## src/rtl/div4_pkg.sv

```systemverilog
// Shared types and width helpers for the div4 round-robin scheduler.
package div4_pkg;

  typedef enum logic [1:0] {
    IDLE = 2'd0,
    RUN  = 2'd1,
    RESP = 2'd2
  } state_e;

  // A single requester still needs a 1-bit ID so rsp_id_o never collapses to zero width.
  function automatic int id_width(input int num_req);
    return (num_req <= 2) ? 1 : $clog2(num_req);
  endfunction

  function automatic int cnt_width(input int div_lat);
    return (div_lat <= 1) ? 1 : $clog2(div_lat + 1);
  endfunction

endpackage

```

## src/rtl/rr_arbiter.sv

```systemverilog
// Combinational round-robin pick: first asserted request at or after ptr, with wrap.
module rr_arbiter #(
  parameter int NUM_REQ = 4,
  parameter int ID_W    = 2
) (
  input  logic [NUM_REQ-1:0] req,
  input  logic [ID_W-1:0]    ptr,
  output logic [NUM_REQ-1:0] grant,
  output logic [ID_W-1:0]    grant_idx,
  output logic               any
);

  always_comb begin
    int idx;
    idx       = 0;
    grant     = '0;
    grant_idx = '0;
    any       = 1'b0;
    for (int i = 0; i < NUM_REQ; i++) begin
      idx = int'(ptr) + i;
      if (idx >= NUM_REQ) idx = idx - NUM_REQ;
      if (!any && req[idx]) begin
        any        = 1'b1;
        grant[idx] = 1'b1;
        grant_idx  = ID_W'(idx);
      end
    end
  end

endmodule

```

## src/rtl/div4_rr_sched.sv

```systemverilog
// Round-robin scheduler sharing one divide-by-4 unit between NUM_REQ requesters;
// one job in flight, result returned with the owner's ID over a valid/ready channel.
module div4_rr_sched
  import div4_pkg::*;
#(
  parameter  int WIDTH   = 4,
  parameter  int NUM_REQ = 4,
  parameter  int DIV_LAT = 1,
  localparam int ID_W    = id_width(NUM_REQ)
) (
  input  logic                       clk_i,
  input  logic                       rst_i,
  input  logic [NUM_REQ-1:0]         req_valid_i,
  input  logic [NUM_REQ*WIDTH-1:0]   req_data_i,
  output logic [NUM_REQ-1:0]         req_ready_o,
  output logic                       div_en_o,
  output logic [WIDTH-1:0]           div_data_o,
  input  logic [WIDTH-1:0]           div_data_i,
  input  logic                       div_valid_i,
  output logic                       rsp_valid_o,
  output logic [WIDTH-1:0]           rsp_data_o,
  output logic [ID_W-1:0]            rsp_id_o,
  input  logic                       rsp_ready_i,
  output logic                       busy_o
);

  localparam int                CNT_W    = cnt_width(DIV_LAT);
  localparam logic [CNT_W-1:0]  CNT_LAST = CNT_W'(DIV_LAT - 1);
  localparam logic [ID_W-1:0]   ID_LAST  = ID_W'(NUM_REQ - 1);

  state_e             state_q, state_d;
  logic [ID_W-1:0]    rr_ptr;
  logic [ID_W-1:0]    id_q;
  logic [CNT_W-1:0]   cnt;
  logic [WIDTH-1:0]   op_q;
  logic [WIDTH-1:0]   req_ops [NUM_REQ];
  logic [NUM_REQ-1:0] grant;
  logic [ID_W-1:0]    grant_idx;
  logic               grant_any;
  logic               cnt_last;
  logic               accept;
  logic               capture;
  logic               release_rsp;

  always_comb begin
    for (int k = 0; k < NUM_REQ; k++) begin
      req_ops[k] = req_data_i[k*WIDTH +: WIDTH];
    end
  end

  rr_arbiter #(
    .NUM_REQ (NUM_REQ),
    .ID_W    (ID_W)
  ) u_arb (
    .req       (req_valid_i),
    .ptr       (rr_ptr),
    .grant     (grant),
    .grant_idx (grant_idx),
    .any       (grant_any)
  );

  assign cnt_last   = (cnt == CNT_LAST);
  assign busy_o     = (state_q != IDLE);
  assign div_data_o = op_q;

  always_ff @(posedge clk_i) begin
    if (rst_i) state_q <= IDLE;
    else       state_q <= state_d;
  end

  always_comb begin
    state_d     = state_q;
    req_ready_o = '0;
    div_en_o    = 1'b0;
    rsp_valid_o = 1'b0;
    accept      = 1'b0;
    capture     = 1'b0;
    release_rsp = 1'b0;
    case (state_q)
      IDLE: begin
        req_ready_o = grant;
        if (grant_any) begin
          accept  = 1'b1;
          state_d = RUN;
        end
      end
      RUN: begin
        div_en_o = 1'b1;
        if (cnt_last && div_valid_i) begin
          capture = 1'b1;
          state_d = RESP;
        end
      end
      RESP: begin
        rsp_valid_o = 1'b1;
        if (rsp_ready_i) begin
          release_rsp = 1'b1;
          state_d     = IDLE;
        end
      end
      default: state_d = IDLE;
    endcase
  end

  // The counter saturates at DIV_LAT-1 so a late div_valid_i simply extends RUN.
  always_ff @(posedge clk_i) begin
    if (rst_i) begin
      rr_ptr     <= '0;
      id_q       <= '0;
      cnt        <= '0;
      op_q       <= '0;
      rsp_data_o <= '0;
      rsp_id_o   <= '0;
    end else begin
      if (accept) begin
        op_q <= req_ops[grant_idx];
        id_q <= grant_idx;
        cnt  <= '0;
      end else if (state_q == RUN && !cnt_last) begin
        cnt <= cnt + CNT_W'(1);
      end
      if (capture) begin
        rsp_data_o <= div_data_i;
        rsp_id_o   <= id_q;
      end
      if (release_rsp) begin
        rr_ptr <= (id_q == ID_LAST) ? '0 : id_q + ID_W'(1);
      end
    end
  end

endmodule

```

## config.mk

```make
export PLATFORM = sky130hd
export DESIGN_NAME = div4_rr_sched
export DESIGN_NICKNAME = d
export VERILOG_FILES = /design/src/rtl/div4_pkg.sv /design/src/rtl/rr_arbiter.sv /design/src/rtl/div4_rr_sched.sv
export SDC_FILE = /design/constraint.sdc
export NUM_CORES = 1
export LEC_CHECK = 0
export ABC_AREA = 1
export CELL_PAD_IN_SITES_DETAIL_PLACEMENT = 1
export CELL_PAD_IN_SITES_GLOBAL_PLACEMENT = 1
export CORE_MARGIN = 2
export CORE_UTILIZATION = 30
export CTS_BUF_LIST = sky130_fd_sc_hd__clkbuf_4
export CTS_CLUSTER_SIZE = 12
export DETAILED_ROUTE_END_ITERATION = 16
export PLACE_DENSITY = 0.84
export SLEW_MARGIN = 20
export SYNTH_ARGS = -nofsm -noshare
export SYNTH_HDL_FRONTEND = slang
export SYNTH_HIERARCHICAL = 1
export SYNTH_SLANG_ARGS = --single-unit
```

## constraint.sdc

```tcl
create_clock -name clk_i -period 2.6 [get_ports clk_i]
set_input_delay 0.52 -clock clk_i [delete_from_list [all_inputs] [get_ports clk_i]]
set_output_delay 0.52 -clock clk_i [all_outputs]
set_load 0.01 [all_outputs]
```

After elaboration in Yosys (flattened, before gate mapping)
Cells that the tools add are included.
{"block": "totals", "register_bits": 17, "latchBits": 0, "ram_bits": 0, "mem_bits_ro": 0, "in_bits": 28, "elab_cells": 109, "mem_count": 0}
{"block": "op_classes", "add_sub_neg": 9, "mul": 0, "div_mod_pow": 0, "order_cmp": 13, "eq_ne": 6, "shifts": 0, "n_mux": 53, "bitwise_logic": 5, "n_reduce_logical": 16}
{"cell": "$ge A32 B1 Y1 const B", "n": 4}
{"cell": "$lt A32 B4 Y1 const B", "n": 4}
{"cell": "$mux W32", "n": 4}
{"cell": "$ge A32 B4 Y1 const B", "n": 3}
{"cell": "$sub A32 B4 Y32 const B", "n": 3}
{"cell": "$mux W4", "n": 7}
{"cell": "$mux W1", "n": 24}
{"cell": "$mux W2", "n": 8}
{"cell": "$or A4 B4 Y4", "n": 3}
{"cell": "$logic_and A1 B1 Y1", "n": 9}
{"cell": "$bmux W1 S2", "n": 4}
{"cell": "$bmux W4 S2", "n": 1}
{"cell": "$demux W1 S2", "n": 4}
{"cell": "$add A2 B2 Y3 const B", "n": 2}
{"cell": "$ne A2 B2 Y1 const B", "n": 3}
{"cell": "$pmux W2 S3", "n": 1}
{"cell": "$eq A2 B2 Y1 const B", "n": 2}
{"cell": "$sub A2 B3 Y4 const B", "n": 1}
{"cell": "$add A2 B1 Y3 const B", "n": 1}
{"cell": "$ge A2 B3 Y1 const B", "n": 1}
{"cell": "$ge A3 B3 Y1 const B", "n": 1}
{"cell": "$logic_not A1 Y1", "n": 3}
{"cell": "$not A2 Y3", "n": 1}
{"cell": "$reduce_and A3 Y1", "n": 1}
{"cell": "other kinds (7)", "n": 7}

Longest topological paths before layout
Gate-level depths: netlist (run 1).
{"block": "depth", "ltp_word": 19, "ltp_mapped": 15, "depth_no_buf": 13}

By module
Netlist (run 1), hierarchy kept.
{"module": "div4_rr_sched", "instances": 1, "cells_per_inst": 128, "area_per_inst_um2": 829.5, "seq_area_each_um2": 340.3}
{"module": "rr_arbiter", "instances": 1, "cells_per_inst": 77, "area_per_inst_um2": 478.0, "seq_area_each_um2": 0.0}

Worst setup path after synthesis (run 1)
Ideal clock, no wire load.
{"block": "synth_path", "kind": "register to output", "start": "reg rr_ptr[0]", "end": "out req_ready_o[0]", "t_arrival_ns": 1.837, "required_time_ns": 2.080, "setup_slack_ns": 0.243, "stages_incl_launch_ff": 11, "path_buffers": 0, "cell_sequence": "dfxtp_1 > inv_2 > ha_1 > inv_1 > nand3_1 > nand2_1 > nor2_1 > a21oi_1 > nand3_1 > inv_1 > nor2_1"}
{"block": "synth_via", "elab_chain_len": 16, "word_cells_on_any_way": 64, "cone_classes": "add/sub: 7; order compare: 12; mux: 32; bitwise: 3; reduce/logical: 10"}
{"element": "from (decl)", "line": "div4_rr_sched.sv:32", "text": "logic [ID_W-1:0] rr_ptr;"}
{"element": "from (signal assigned)", "line": "div4_rr_sched.sv:127", "text": "rr_ptr <= (id_q == ID_LAST) ? '0 : id_q + ID_W'(1);"}
{"element": "branches (longest 14 deep; another with $sub A32 B4 Y32)"}
{"element": "$mux W4 *", "line": "rr_arbiter.sv:22", "text": "if (!any && req[idx]) begin"}
{"element": "net grant[0]", "line": "div4_rr_sched.sv:37", "text": "logic [NUM_REQ-1:0] grant;"}
{"element": "$mux W4 *", "line": "div4_rr_sched.sv:79", "text": "case (state_q)"}
{"element": "to (decl)", "line": "div4_rr_sched.sv:15", "text": "output logic [NUM_REQ-1:0] req_ready_o,"}
Mark *: on every way through the listed nets, which the timed path passes. The select of a mux whose other input is x is not followed.

Final worst setup path (run 1)
{"block": "layout_path", "start": "reg rr_ptr[1]", "end": "out req_ready_o[1]"}
The elaborated chain is that of the path after synthesis.

==> flow_metrics.env, run 1 <==
export IMPL_outcome="complete, no violations"
export IMPL_pwr_share_seq_pct=39.1
export IMPL_cp_arrival_ns=1.96
export IMPL_start_util_pct=30.7
export IMPL_fin_crit_sh_pct=95.4
export IMPL_reg2reg_slack_ns=0.41
export IMPL_grt_start_max_net_pins=14
export IMPL_period_minus_slack_ns=2.48
export IMPL_yosys_warnings=6
export IMPL_dr_first_iter_drc_count=60
export IMPL_ys_types=21
export IMPL_clockRootBuffer="clkbuf_4"
export IMPL_tightestPinTransition_ns=0.291
export IMPL_synthToLayoutAreaGrowth_pct=52.3
export IMPL_dieHeight_um=70.0
export IMPL_synth_area_um2=1310
export IMPL_syn_nets=242
export IMPL_cts_made_buffers=3
export IMPL_first_global_vias=1556
export IMPL_nets=307
export IMPL_r2r_cells=16
export IMPL_slew_viol_final=0
export IMPL_wl_per_cell_um=12.5
export IMPL_gp_congestion=0.803
export IMPL_dpl_cell_area_um2=1900
export IMPL_synth_top_cell_area_share_pct=26.0
export IMPL_grt_pass1_wl_mm=6.80
export IMPL_internal_power_mw=0.509
export IMPL_cts_tree="done"
export IMPL_wirelength_mm=4.01
export IMPL_antenna_cells=0
export IMPL_use_met2_pct=29.4
export IMPL_crit_path_start_kind="flop"
export IMPL_synth_seq_area_share_pct=26.0
export IMPL_hold_viol=0
export IMPL_vdd_drop_max_uv=275
export IMPL_drv_cap=0
export IMPL_vias=1520
export IMPL_clkLatencyLatePin_ns=0.29
export IMPL_synth_seq_cells=17
export IMPL_worstHoldPathCells=2
export IMPL_hold_start="div_data_o[3]"
export IMPL_end_kind="output pin"
export IMPL_antenna_found_initial=0
export IMPL_routed_via_density=4.74
export IMPL_port_buffers=44
export IMPL_final_util_pct=46.7
export IMPL_setup_viol=0
export IMPL_cp_data_required_time_ns=2.08
export IMPL_die_w_um=70.0
export IMPL_clkSlewWorstSetupHoldPaths_ns=0.10
export IMPL_io_pins=45
export IMPL_drcViolationCount=0
export IMPL_clkPwrFrac_pct=20.0
export IMPL_synth_area_leaders="dfxtp_1, nand2_1, nand3_1"
export IMPL_grtUsageMet3_pct=3.46
export IMPL_p_sw_mw=0.260
export IMPL_die_area_um2=4900
export IMPL_grt_usage_pct=16.6
export IMPL_clk_path_buf_depth=2
export IMPL_clock_sinks=17
export IMPL_power_leakage_nw=0.960
export IMPL_combPwrFrac_pct=41.0
export IMPL_dr_pass1_iters=4
export IMPL_critPathMaxFanout=5
export IMPL_power_density_nw_per_um2=386
export IMPL_most_common_layout_cells="nand2_1, clkdlybuf4s50_1, nand3_1, inv_1, nor2_1"
export IMPL_use_met1_pct=20.2
export IMPL_synth_top_area_cell="dfxtp_1"
export IMPL_final_common_cell="nand2_1"
export IMPL_overflow=0
export IMPL_final_layout_size_suffix_gt1_share_pct=19.0
export IMPL_postRouteAntennaNets=0
export IMPL_clock_skew_ns=0.0115
export IMPL_max_freq_mhz=403
export IMPL_reg2reg_to="div_data_o[1]"
export IMPL_swShare_pct=33.8
export IMPL_synth_avg_cell_area_um2=6.38
export IMPL_slew_headroom_pct=80.6
export IMPL_r2r_start="rr_ptr[1]"
export IMPL_final_area_um2=1990
export IMPL_grt_busiest_layer="met2"
export IMPL_h_tree_depth=1
export IMPL_whs_endpoint="div_data_o[3]"
export IMPL_core_um2=4260
export IMPL_n_fill_cell=574
export IMPL_min_path_type="reg -> reg"
export IMPL_synth_cells=205
export IMPL_path_class="reg -> out"
export IMPL_dp_hpwl_mm=3.04
export IMPL_rows=24
[cells in the mapped netlist]
| master | count |
|---|---|
| a21boi_0 | 4 |
| a21oi_1 | 10 |
| buf_2 | 1 |
| buf_6 | 2 |
| dfxtp_1 | 17 |
| ha_1 | 9 |
| inv_1 | 26 |
| inv_2 | 1 |
| nand2_1 | 57 |
| nand2_2 | 10 |
| nand2_4 | 1 |
| nand3_1 | 28 |
| nand3_2 | 1 |
| nand3_4 | 1 |
| nand3b_1 | 1 |
| nand4_1 | 7 |
| nor2_1 | 21 |
| nor2_2 | 1 |
| nor2_4 | 3 |
| nor3_1 | 2 |
| o21ai_0 | 2 |
[stage by stage]
step                 TNS, ns  cells  hold slack (ns)  total power, mW  setup WS (ns)
global placement       -1.26    313            0.434            0.606         -0.318
detailed placement     -1.39    313            0.448            0.613         -0.376
global route         -0.0492    321            0.487            0.831        -0.0283
floorplan                  0    205            0.422            0.464          0.243
CTS                 -0.00145    319            0.467            0.778       -0.00145
finish                     0    321            0.458            0.769          0.120
[worst max-delay path, cell delays in order, from the launching register on]
cell and delay (ns):
dfxtp_1 0.34, inv_1 0.08, ha_4 0.23, buf_4 0.13, nand2_1 0.07, nand2_2 0.08, nor2_4 0.14, buf_4 0.14
nand3_1 0.08, nand3_1 0.11, inv_1 0.04, nor2_1 0.09, clkbuf_2 0.14
[flip-flops by register name (all words and copies together) (netlist names)]
name and cells:
div_data_o 4, rsp_data_o 4, rsp_id_o 2, state_q 2, rr_ptr 2, id_q 2, cnt 1
[kinds of logic after synthesis]
family,count (synthesis),share of synthesized area [%]
simple gates,133,48.6
buf+inv,30,9.86
flops,17,26.0
compound gates,16,6.89
fa+ha+maj,9,8.61
[what timing repair did]
item | 4_1_cts | 5_1_grt
pin swaps | 2 | 6
gates resized for setup | 20 | 12
hold buffers | 0 | 0
endpoints found under the setup margin | 4 | 4
setup buffers | 2 | 2
[how the worst max path moves through the flow]
stage,start,endpoint,slack (ns),cells after the start
5_1_grt,rr_ptr[1],req_ready_o[3],-0.03,12
2_1_floorplan,rr_ptr[0],req_ready_o[0],0.24,10
3_5_place_dp,req_valid_i[1],req_ready_o[2],-0.38,11
3_3_place_gp,req_valid_i[3],req_ready_o[0],-0.32,11
6_report,rr_ptr[1],req_ready_o[1],0.12,12
4_1_cts,req_valid_i[1],req_ready_o[2],-0.001,11
[final cells by class]
class | count | area (µm²) | share of cell area [%]
Clock buffer | 4 | 30.0 | 1.51
Inverter | 27 | 101 | 5.09
Multi-Input combinational cell | 158 | 873 | 43.8
Sequential cell | 17 | 342 | 17.1
Tap cell | 52 | 65.1 | 3.27
Timing Repair Buffer | 63 | 581 | 29.1
[routing by layer]
metal  up-vias  wire length [µm]
met2        35              2070
met3         8               162
met1       689              1720
met4         0                56
li1        788                 -
met5         -                 0
[power by group through the flow]
stage	logic [mW]	registers, mW	clock network (mW)
after global routing	0.352	0.304	0.174
after global placement	0.300	0.306	0
final	0.315	0.301	0.154
after detailed placement	0.307	0.306	0
after CTS	0.313	0.301	0.165
after floorplan	0.151	0.314	0
Power figures use the tool's default switching activity.
==> run 2: changes to the inputs <==
--- a/config.mk
+++ b/config.mk
@@ -10,9 +10,9 @@
 export CELL_PAD_IN_SITES_GLOBAL_PLACEMENT = 1
 export CORE_MARGIN = 2
 export CORE_UTILIZATION = 30
-export CTS_BUF_LIST = sky130_fd_sc_hd__clkbuf_4
 export CTS_CLUSTER_SIZE = 12
 export DETAILED_ROUTE_END_ITERATION = 16
+export HOLD_SLACK_MARGIN = 0.12
 export PLACE_DENSITY = 0.84
 export SLEW_MARGIN = 20
 export SYNTH_ARGS = -nofsm -noshare
==> run 2 against run 1 <==
Via count is 1.6% higher. Design area is 1.8% higher. Non-clock buffer count is 1 higher. Die area stayed put. Clock skew is 0.0037 ns lower. Global-route usage stayed put. Final cell count is 0.62% higher. Largest power group unchanged.
==> flow_metrics.env, run 2 (synthesized netlist as in run 1, its figures left out) <==
export IMPL_outcome="complete, no violations"
export IMPL_r2r_start="rr_ptr[1]"
export IMPL_rows=24
export IMPL_cp_slowest_cell="dfxtp_1"
export IMPL_multi_input_area_um2=892
export IMPL_preCtsSetupSlack_ns=-0.376
export IMPL_use_met2_pct=30.3
export IMPL_slew_headroom_pct=80.4
export IMPL_dp_cells=313
export IMPL_cts_tree="done"
export IMPL_worstHoldPathCells=2
export IMPL_period_minus_slack_ns=2.47
export IMPL_port_buffers=44
export IMPL_path_class="reg -> out"
export IMPL_most_common_layout_cells="nand2_1, clkdlybuf4s50_1, nand3_1, inv_1, nor2_1"
export IMPL_vdd_drop_max_uv=336
export IMPL_min_path_type="reg -> reg"
export IMPL_rsz0062_at_grt="false"
export IMPL_dr_pass1_iters=4
export IMPL_first_global_vias=1551
export IMPL_setup_slack_ns=0.130
export IMPL_wirelength_mm=4.08
export IMPL_worst_path_buf_inv=5
export IMPL_clkLatencyLatePin_ns=0.25
export IMPL_whs_endpoint="div_data_o[3]"
export IMPL_die_w_um=70.0
export IMPL_clk_path_buf_depth=2
export IMPL_grt_pass1_wl_mm=6.88
export IMPL_io_pins=45
export IMPL_hold_viol=0
export IMPL_grt_usage_pct=16.6
export IMPL_end_kind="output pin"
export IMPL_n_fill_cell=575
export IMPL_r2r_cells=15
export IMPL_hold_start="div_data_o[3]"
export IMPL_final_util_pct=47.6
export IMPL_dp_hpwl_mm=3.04
export IMPL_path_delay_family="simple AND/OR/NAND/NOR gates"
export IMPL_die_area_um2=4900
export IMPL_drv_cap=0
export IMPL_postRouteAntennaNets=0
export IMPL_dieHeight_um=70.0
export IMPL_vias=1545
export IMPL_grt_busiest_layer="met2"
export IMPL_cts_made_buffers=3
export IMPL_drcViolationCount=0
export IMPL_final_cell_count_no_fill=323
export IMPL_synthToLayoutAreaGrowth_pct=55.1
export IMPL_clock_sinks=17
export IMPL_antenna_cells=0
export IMPL_timing_critical_path_mode_cell="inv_1"
export IMPL_gp_congestion=0.803
export IMPL_final_layout_size_suffix_gt1_share_pct=19.6
export IMPL_reg2reg_to="div_data_o[1]"
export IMPL_final_common_cell="nand2_1"
export IMPL_power_leakage_nw=0.972
export IMPL_clockRootBuffer="clkbuf_8"
export IMPL_start_util_pct=30.7
export IMPL_final_area_um2=2030
export IMPL_tightestPinTransition_ns=0.294
export IMPL_max_stage_delay_ns=0.31
export IMPL_dpl_cell_area_um2=1900
export IMPL_core_um2=4260
export IMPL_wl_per_cell_um=12.6
export IMPL_regArea_um2=340
export IMPL_max_freq_mhz=405
export IMPL_overflow=0
export IMPL_h_tree_depth=1
export IMPL_hold_ws_ns=0.454
export IMPL_use_met1_pct=20.3
export IMPL_reg2reg_slack_ns=0.46
export IMPL_critPathMaxFanout=4
export IMPL_grt_start_max_net_pins=14
export IMPL_cp_arrival_ns=1.95
export IMPL_clkSlewWorstSetupHoldPaths_ns=0.07
export IMPL_dr_first_iter_drc_count=43
export IMPL_nets=309
export IMPL_clock_skew_ns=0.00782
export IMPL_routed_via_density=4.78
export IMPL_setup_viol=0
export IMPL_slew_viol_final=0
export IMPL_crit_chain="inv_1 -> ha_4 -> buf_4 -> nand2_1 -> nand2_4 -> nor2_4 -> buf_6 -> nand4_1 -> nand3_1 -> inv_1 -> nor2_1 -> buf_2"
export IMPL_fin_crit_sh_pct=95.0
export IMPL_antenna_found_initial=0
export IMPL_ctsHoldBuffers=0
export IMPL_grtUsageMet3_pct=3.03
export IMPL_crit_path_start_kind="flop"
export IMPL_cp_data_required_time_ns=2.08
export IMPL_power_density_nw_per_um2=403
==> run 2: cell count changes in the layout (fill, tap and decap cells not counted), sizes merged <==
cell,previous run,this run
clkbuf,5,6
nor2,25,26
==> run 2: per-stage QoR <==
step	setup TNS (ns)	power [mW]
4_1_cts	0	0.820
6_report	0	0.817
2_1_floorplan	0	0.464
3_5_place_dp	-1.39	0.613
5_1_grt	0	0.874
3_3_place_gp	-1.26	0.606
==> run 2: where the power goes <==
| part | leakage (nW) | switching (mW) | internal [mW] |
|---|---|---|---|
| registers | 0.139 | 0.0156 | 0.285 |
| logic | 0.810 | 0.166 | 0.156 |
| clock network | 0.0228 | 0.0857 | 0.109 |
| total | 0.972 | 0.267 | 0.550 |
==> run 2: what timing repair did <==
| item | CTS | global route |
|---|---|---|
| pin swaps | 3 | 7 |
| setup buffers | 2 | 3 |
| gates resized for setup | 20 | 13 |
| gates cloned | 1 | 0 |
| endpoints found under the setup margin | 4 | 4 |
==> run 2: per-layer routing <==
layer,vias up,wire length [µm],share of wire (%)
li1,788,-,-
met1,713,1710,42
met2,36,2120,52
met3,8,180,4.4
met4,0,82,2.0
met5,-,0,0
==> run 2: layout make-up <==
type	instances	share of cell area, %
multi-input combinational	159	44.0
inverter	27	5.00
tap	52	3.21
sequential	17	16.8
clock buffer	4	2.22
timing repair buffer	64	28.8
==> run 2: how the worst max path moves through the flow <==
stage / from / slack, ns / end / cells past startpoint
after floorplan: rr_ptr[0] / 0.24 / req_ready_o[0] / 10
after global placement: req_valid_i[3] / -0.32 / req_ready_o[0] / 11
after detailed placement: req_valid_i[1] / -0.38 / req_ready_o[2] / 11
after CTS: req_valid_i[3] / 0.005 / req_ready_o[1] / 12
after global routing: rr_ptr[1] / 0.02 / req_ready_o[2] / 12
final: rr_ptr[1] / 0.13 / req_ready_o[2] / 12
==> run 2: tightest hold or removal path: cells and delay by family, from the launching register on <==
kind             cells  cell delay (ns)
DFF                  1             0.31
and+or+nand+nor      2             0.10
